--- src/rtl/ramb_loader_pkg.sv ---
// Shared defaults and FSM state encoding for the matrix loader.
// Imported by the loader top and its memory sub-module.
package ramb_loader_pkg;

    localparam int unsigned WIDTH_DEF = 8;
    localparam int unsigned N_DEF     = 8;
    localparam int unsigned DEPTH_DEF = N_DEF * N_DEF;

    typedef enum logic [1:0] {
        StIdle = 2'd0,
        StLoad = 2'd1,
        StDone = 2'd2
    } state_t;

endpackage

--- src/rtl/ramb_loader_mem.sv ---
// DEPTH x WIDTH storage: one write port and two registered read-first read ports.
// Out-of-range read addresses return zero; the array itself is never reset.
module ramb_loader_mem
    import ramb_loader_pkg::*;
#(
    parameter int unsigned WIDTH = WIDTH_DEF,
    parameter int unsigned DEPTH = DEPTH_DEF,
    parameter int unsigned AW    = 8,
    parameter int unsigned MAW   = $clog2(DEPTH)
) (
    input  logic             clk,
    input  logic             rst,
    input  logic             i_we,
    input  logic [MAW-1:0]   i_waddr,
    input  logic [WIDTH-1:0] i_wdata,
    input  logic [AW-1:0]    i_addr1,
    input  logic [AW-1:0]    i_addr2,
    output logic [WIDTH-1:0] o_data1,
    output logic [WIDTH-1:0] o_data2
);

    logic [WIDTH-1:0] r_mem [DEPTH];
    logic [WIDTH-1:0] r_data1;
    logic [WIDTH-1:0] r_data2;
    logic             w_in_range1;
    logic             w_in_range2;

    assign w_in_range1 = (i_addr1 < AW'(DEPTH));
    assign w_in_range2 = (i_addr2 < AW'(DEPTH));

    always_ff @(posedge clk) begin
        if (i_we) begin
            r_mem[i_waddr] <= i_wdata;
        end
    end

    // Non-blocking reads of r_mem see the pre-write value on a colliding edge.
    always_ff @(posedge clk or posedge rst) begin
        if (rst) begin
            r_data1 <= '0;
            r_data2 <= '0;
        end else begin
            r_data1 <= w_in_range1 ? r_mem[i_addr1[MAW-1:0]] : '0;
            r_data2 <= w_in_range2 ? r_mem[i_addr2[MAW-1:0]] : '0;
        end
    end

    assign o_data1 = r_data1;
    assign o_data2 = r_data2;

endmodule

--- src/rtl/ramb_loader.sv ---
// Streams N*N row-major elements into a dual-read-port RAM, optionally
// transposing on the fly; FSM, element counter and address mapping live here.
module ramb_loader
    import ramb_loader_pkg::*;
#(
    parameter int unsigned WIDTH = WIDTH_DEF,
    parameter int unsigned N     = N_DEF,
    parameter int unsigned AW    = 8
) (
    input  logic             clk,
    input  logic             rst,
    input  logic             start,
    input  logic             transpose,
    input  logic             in_valid,
    output logic             in_ready,
    input  logic [WIDTH-1:0] in_data,
    input  logic [AW-1:0]    addr1,
    input  logic [AW-1:0]    addr2,
    output logic [WIDTH-1:0] data_out_1,
    output logic [WIDTH-1:0] data_out_2,
    output logic             busy,
    output logic             done,
    output logic [6:0]       count
);

    localparam int unsigned DEPTH = N * N;
    localparam int unsigned MAW   = $clog2(DEPTH);
    localparam logic [6:0]  LAST  = 7'(DEPTH - 1);

    state_t           r_state;
    logic [6:0]       r_count;
    logic             r_in_ready;
    logic             r_busy;
    logic             r_done;
    logic             r_transpose;

    logic             w_we;
    logic [6:0]       w_row;
    logic [6:0]       w_col;
    logic [MAW-1:0]   w_waddr;

    assign w_we  = r_in_ready & in_valid;
    assign w_row = r_count / 7'(N);
    assign w_col = r_count % 7'(N);
    // Element k arrives at (row, col); transposed storage swaps the two.
    assign w_waddr = r_transpose ? MAW'(w_col * 7'(N) + w_row) : MAW'(r_count);

    always_ff @(posedge clk or posedge rst) begin
        if (rst) begin
            r_state     <= StIdle;
            r_count     <= '0;
            r_in_ready  <= 1'b0;
            r_busy      <= 1'b0;
            r_done      <= 1'b0;
            r_transpose <= 1'b0;
        end else begin
            case (r_state)
                StIdle, StDone: begin
                    if (start) begin
                        r_state     <= StLoad;
                        r_count     <= '0;
                        r_transpose <= transpose;
                        r_in_ready  <= 1'b1;
                        r_busy      <= 1'b1;
                        r_done      <= 1'b0;
                    end
                end
                StLoad: begin
                    if (in_valid) begin
                        r_count <= r_count + 7'd1;
                        if (r_count == LAST) begin
                            r_state    <= StDone;
                            r_in_ready <= 1'b0;
                            r_busy     <= 1'b0;
                            r_done     <= 1'b1;
                        end
                    end
                end
                default: begin
                    r_state    <= StIdle;
                    r_in_ready <= 1'b0;
                    r_busy     <= 1'b0;
                    r_done     <= 1'b0;
                end
            endcase
        end
    end

    assign in_ready = r_in_ready;
    assign busy     = r_busy;
    assign done     = r_done;
    assign count    = r_count;

    ramb_loader_mem #(
        .WIDTH (WIDTH),
        .DEPTH (DEPTH),
        .AW    (AW),
        .MAW   (MAW)
    ) u_mem (
        .clk     (clk),
        .rst     (rst),
        .i_we    (w_we),
        .i_waddr (w_waddr),
        .i_wdata (in_data),
        .i_addr1 (addr1),
        .i_addr2 (addr2),
        .o_data1 (data_out_1),
        .o_data2 (data_out_2)
    );

endmodule

--- config.mk ---
export PLATFORM = sky130hd
export DESIGN_NAME = ramb_loader
export DESIGN_NICKNAME = d
export VERILOG_FILES = /design/src/rtl/ramb_loader_pkg.sv /design/src/rtl/ramb_loader_mem.sv /design/src/rtl/ramb_loader.sv
export SDC_FILE = /design/constraint.sdc
export NUM_CORES = 1
export LEC_CHECK = 0
export BUFFER_PORTS_ARGS = -buffer_cell sky130_fd_sc_hd__buf_4
export CORE_MARGIN = 8
export CORE_UTILIZATION = 30
export DETAILED_ROUTE_END_ITERATION = 12
export GPL_ROUTABILITY_DRIVEN = 1
export PLACE_DENSITY = 0.42
export SETUP_SLACK_MARGIN = 0.4
export SKIP_CTS_REPAIR_TIMING = 1
export SLEW_MARGIN = 10
export SYNTH_ARGS = -nofsm -noshare
export SYNTH_HDL_FRONTEND = slang
export SYNTH_HIERARCHICAL = 1
export SYNTH_SLANG_ARGS = --single-unit
--- constraint.sdc ---
create_clock -name clk -period 3.62 [get_ports clk]
set_clock_uncertainty 0.2 [all_clocks]
set_input_delay 0 -clock clk [delete_from_list [all_inputs] [get_ports clk]]
set_output_delay 0 -clock clk [all_outputs]
set_load 0.05 [all_outputs]
==> summary.txt <==
Placement
  • Half-perimeter wire length after placement: 56400 um
  • Global placer's final weighted congestion: 0.799
  • Setup slack at placement: 493 ps
  • Number of I/O port buffers: 54

Yosys
  • Number of flip-flops and latches in the synthesized netlist: 539
  • Sequential share of the synthesized area: 63.6%
  • Most instantiated flip-flop cell in the synthesis netlist: sky130_fd_sc_hd__edfxtp_1
  • Area contributors post-synth: sky130_fd_sc_hd__edfxtp_1, sky130_fd_sc_hd__mux4_2, sky130_fd_sc_hd__dfrtp_1
  • Most area-hungry cell type in the Yosys netlist: sky130_fd_sc_hd__edfxtp_1
  • Synth cell types: 56
  • Area of the mapped netlist: 0.0253 mm^2
  • Post-Syn Nets: 1341
  • Number of flops mapped to enable cells by yosys: 512
  • Synth Area per Inst: 19.3 um^2
  • Gate Count Post-Synth: 1309
  • FFs w/ async S/R, synth: 5.01%
  • Yosys top cell area share: 60.9%
  • Most common cell in the netlist: sky130_fd_sc_hd__edfxtp_1
  • Yosys warns: 6
  • Commonest cells in the netlist: sky130_fd_sc_hd__edfxtp_1, sky130_fd_sc_hd__mux4_2, sky130_fd_sc_hd__nor2_1

Critical path
  • CP cell instances: ha_1 > ha_1 > mux2_1 > or3_1 > nor2_1
  • Stages on the worst setup path: 5
  • Critical path peak fanout: 8
  • Setup Crit Path Kind: reg -> reg
  • Sort of element at the end of the critical path: flip-flop
  • Critical path arrival: 3110 ps
  • Cell type with the highest occurrence count on the critical path: sky130_fd_sc_hd__ha_1
  • Origin of the critical flop-to-flop path: count[0]
  • Worst setup path startpoint: count[0]
  • Data required, critical path: 3670 ps
  • R2r endpoint: u_mem/r_mem[7][1]
  • Number of cell instances on the worst register-to-register path: 5
  • Slowest library cell on the worst path: sky130_fd_sc_hd__nor2_1
  • Reg-to-reg setup timing slack: 560 ps
  • WP buf/inv: 0
  • CP delay by family, top: simple AND/OR/NAND/NOR gates
  • Slowest cell delay on critical path: 590 ps
  • Type of element launching the critical path: flip-flop
  • Worst setup path endpoint: u_mem/r_mem[7][1]

Die
  • Die area: 0.0937 mm^2
  • Die height: 306 um
  • I/O pin total: 55
  • Core area: 0.0836 mm^2
  • Floorplan die width: 306 um
  • Starting density of the core: 30.2%
  • Cell row count: 106

GRT
  • Global-route wire length before repair: 117000 um
  • Pin count of the biggest net entering global routing: 65
  • Aggregate global routing overflow: 0
  • Aggregate global-route resource usage: 17.5%
  • Vias in the first global route: 14700
  • Number of antenna violations at the first check in global routing: 3

Cells and area
  • Fill count: 7799
  • Fraction of final layout cells with drive strength greater than 1: 36.6%
  • Post-Route Utilization: 35.9%
  • Number of nets at the end of the flow: 1508
  • Area growth from synthesis to layout: 18.6%

Timing
  • Tightest slew margin relative to the limit: 28.9%
  • Count of final hold-check violations: 0
  • Final critical delay including setup and external delays: 3060 ps
  • Setup Total Neg Slack: 0 ps
  • Share of the clock period used by the worst path: 84.6%
  • Transition at the pin with the smallest max-transition slack: 1070 ps
  • Post-route worst hold slack: 23.4 ps
  • Final setup violation count: 0
  • Worst setup slack after layout: 559 ps
  • Setup repair after global routing missed its margin: false
  • Fmax: 327 MHz
  • Final Max Slew Viols: 0

Routing
  • Routed WL per cell: 31.9 um
  • Drt via density: 5.45
  • Total DRC errors in the routed layout: 0
  • Post-Route WL: 83100 um
  • Routed Antenna Nets: 0
  • Drt pass-1 iters: 5
  • Detailed router's first-iteration violation count: 1333
  • Via count: 14200

Power
  • IR drop worst, VDD: 401 uV
  • Leak pwr: 9.70 nW
  • PwrDens: 543 mW/mm^2

Clock network
  • Clock buffers created by TritonCTS: 61
  • Deepest clock path buffer count: 3
  • CTS Sinks: 539
  • TritonCTS clock tree: done
  • Total number of H-tree levels: 2
  • Root cell of the clock tree: sky130_fd_sc_hd__clkbuf_16
  • Clock latency reported for the late side of the worst-skew pair: 620 ps
  • Reg clk slew, reported paths: 60 ps

Run
  • Number of max-cap violations: 0

Run status
  • Status: completed

Min path
  • Tightest Hold Check Type: in -> async
## cells by family (layout without fill, tap and decap cells)
family	after synthesis	after routing	synth area share, %
multiplexers	349	349	26.9
AO/OA/AOI/OAI	144	144	3.85
XOR/XNOR	1	1	0.0347
buffers and inverters	102	318	2.20
other	0	2	0
adder cells (fa/ha/maj)	3	3	0.149
flip-flops	539	539	63.6
AND/OR/NAND/NOR	171	171	3.36
## placed cells by master, fill, tap and decap left out, drive strengths merged, types with 3 or more instances in the layout
master and n:
o221ai 10, nand3 11, edfxtp 512, mux2i 63
o22ai 23, nand2b 12, clkbuf 65, ha 3
dlygate4sd3 28, dfrtp 27, nand4 5, a211oi 5
mux4 258, a211o 5, bufinv 15, o31ai 12
nand3b 5, a221oi 5, a21oi 19, a221o 3
nor3b 5, mux2 28, o211ai 11, inv 4
o2bb2ai 3, or2 3, o21ai 33, or3 4
buf 172, nand2 22, nor2b 13, nor2 79
nor3 6, clkinvlp 5, clkinv 29, a22oi 10
## state kept, by name (all words and copies together), names as in the netlist
name	flops
busy	1
count	7
done	1
r_state	1
r_transpose	1
u_mem/o_data1	8
u_mem/o_data2	8
u_mem/r_mem	512
## worst min-delay path by stage
| stage | depth (start not counted) | endpoint |
|---|---|---|
| floorplan | 1 | busy |
| detailed placement | 2 | count[6] |
| global route | 4 | r_state[0] |
| CTS | 2 | count[3] |
| finish | 3 | u_mem/o_data2[7] |
| global placement | 2 | count[2] |
## layer usage
layer | global-route usage (%) | up-vias | part of all wire [%]
met2 | 28.1 | 454 | 47
li1 | - | 5931 | -
met1 | 24.6 | 7730 | 45
met4 | 4.17 | 0 | 2.3
met5 | 0 | - | 0
met3 | 3.20 | 101 | 5.7
## through the flow
step           cells  total power [mW]  cell area, um^2
6_report        2607              16.3            30000
5_1_grt         2605              16.8            30000
4_1_cts         2577              16.4            29700
3_5_place_dp    2465              9.69            27500
3_3_place_gp    2465              9.70            27500
2_1_floorplan   1309              8.65            25300
## worst reg2reg max path: stages (launching register included)
cell	delay, ps
sky130_fd_sc_hd__dfrtp_1	480
sky130_fd_sc_hd__ha_1	250
sky130_fd_sc_hd__ha_1	270
sky130_fd_sc_hd__mux2_1	320
sky130_fd_sc_hd__or3_1	580
sky130_fd_sc_hd__nor2_1	590
## power by group
group	internal [mW]	total (mW)	switching (mW)	leakage (nW)
Combinational	0.840	2.32	1.48	3.71
Clock	4.12	6.68	2.56	1.04
Sequential	7.10	7.26	0.164	4.95
Total	12.1	16.3	4.20	9.70
## final cells by class
type / instances / area [um^2] / area share, %
antenna: 2 / 5.00 / 0.0167
clock inverter: 49 / 617 / 2.06
timing repair buffer: 202 / 1730 / 5.78
tap: 1080 / 1350 / 4.51
clock buffer: 63 / 1530 / 5.12
inverter: 4 / 15.0 / 0.0501
sequential: 539 / 16100 / 53.6
multi-input combinational: 668 / 8650 / 28.9
(Power assumes the default switching activity.)
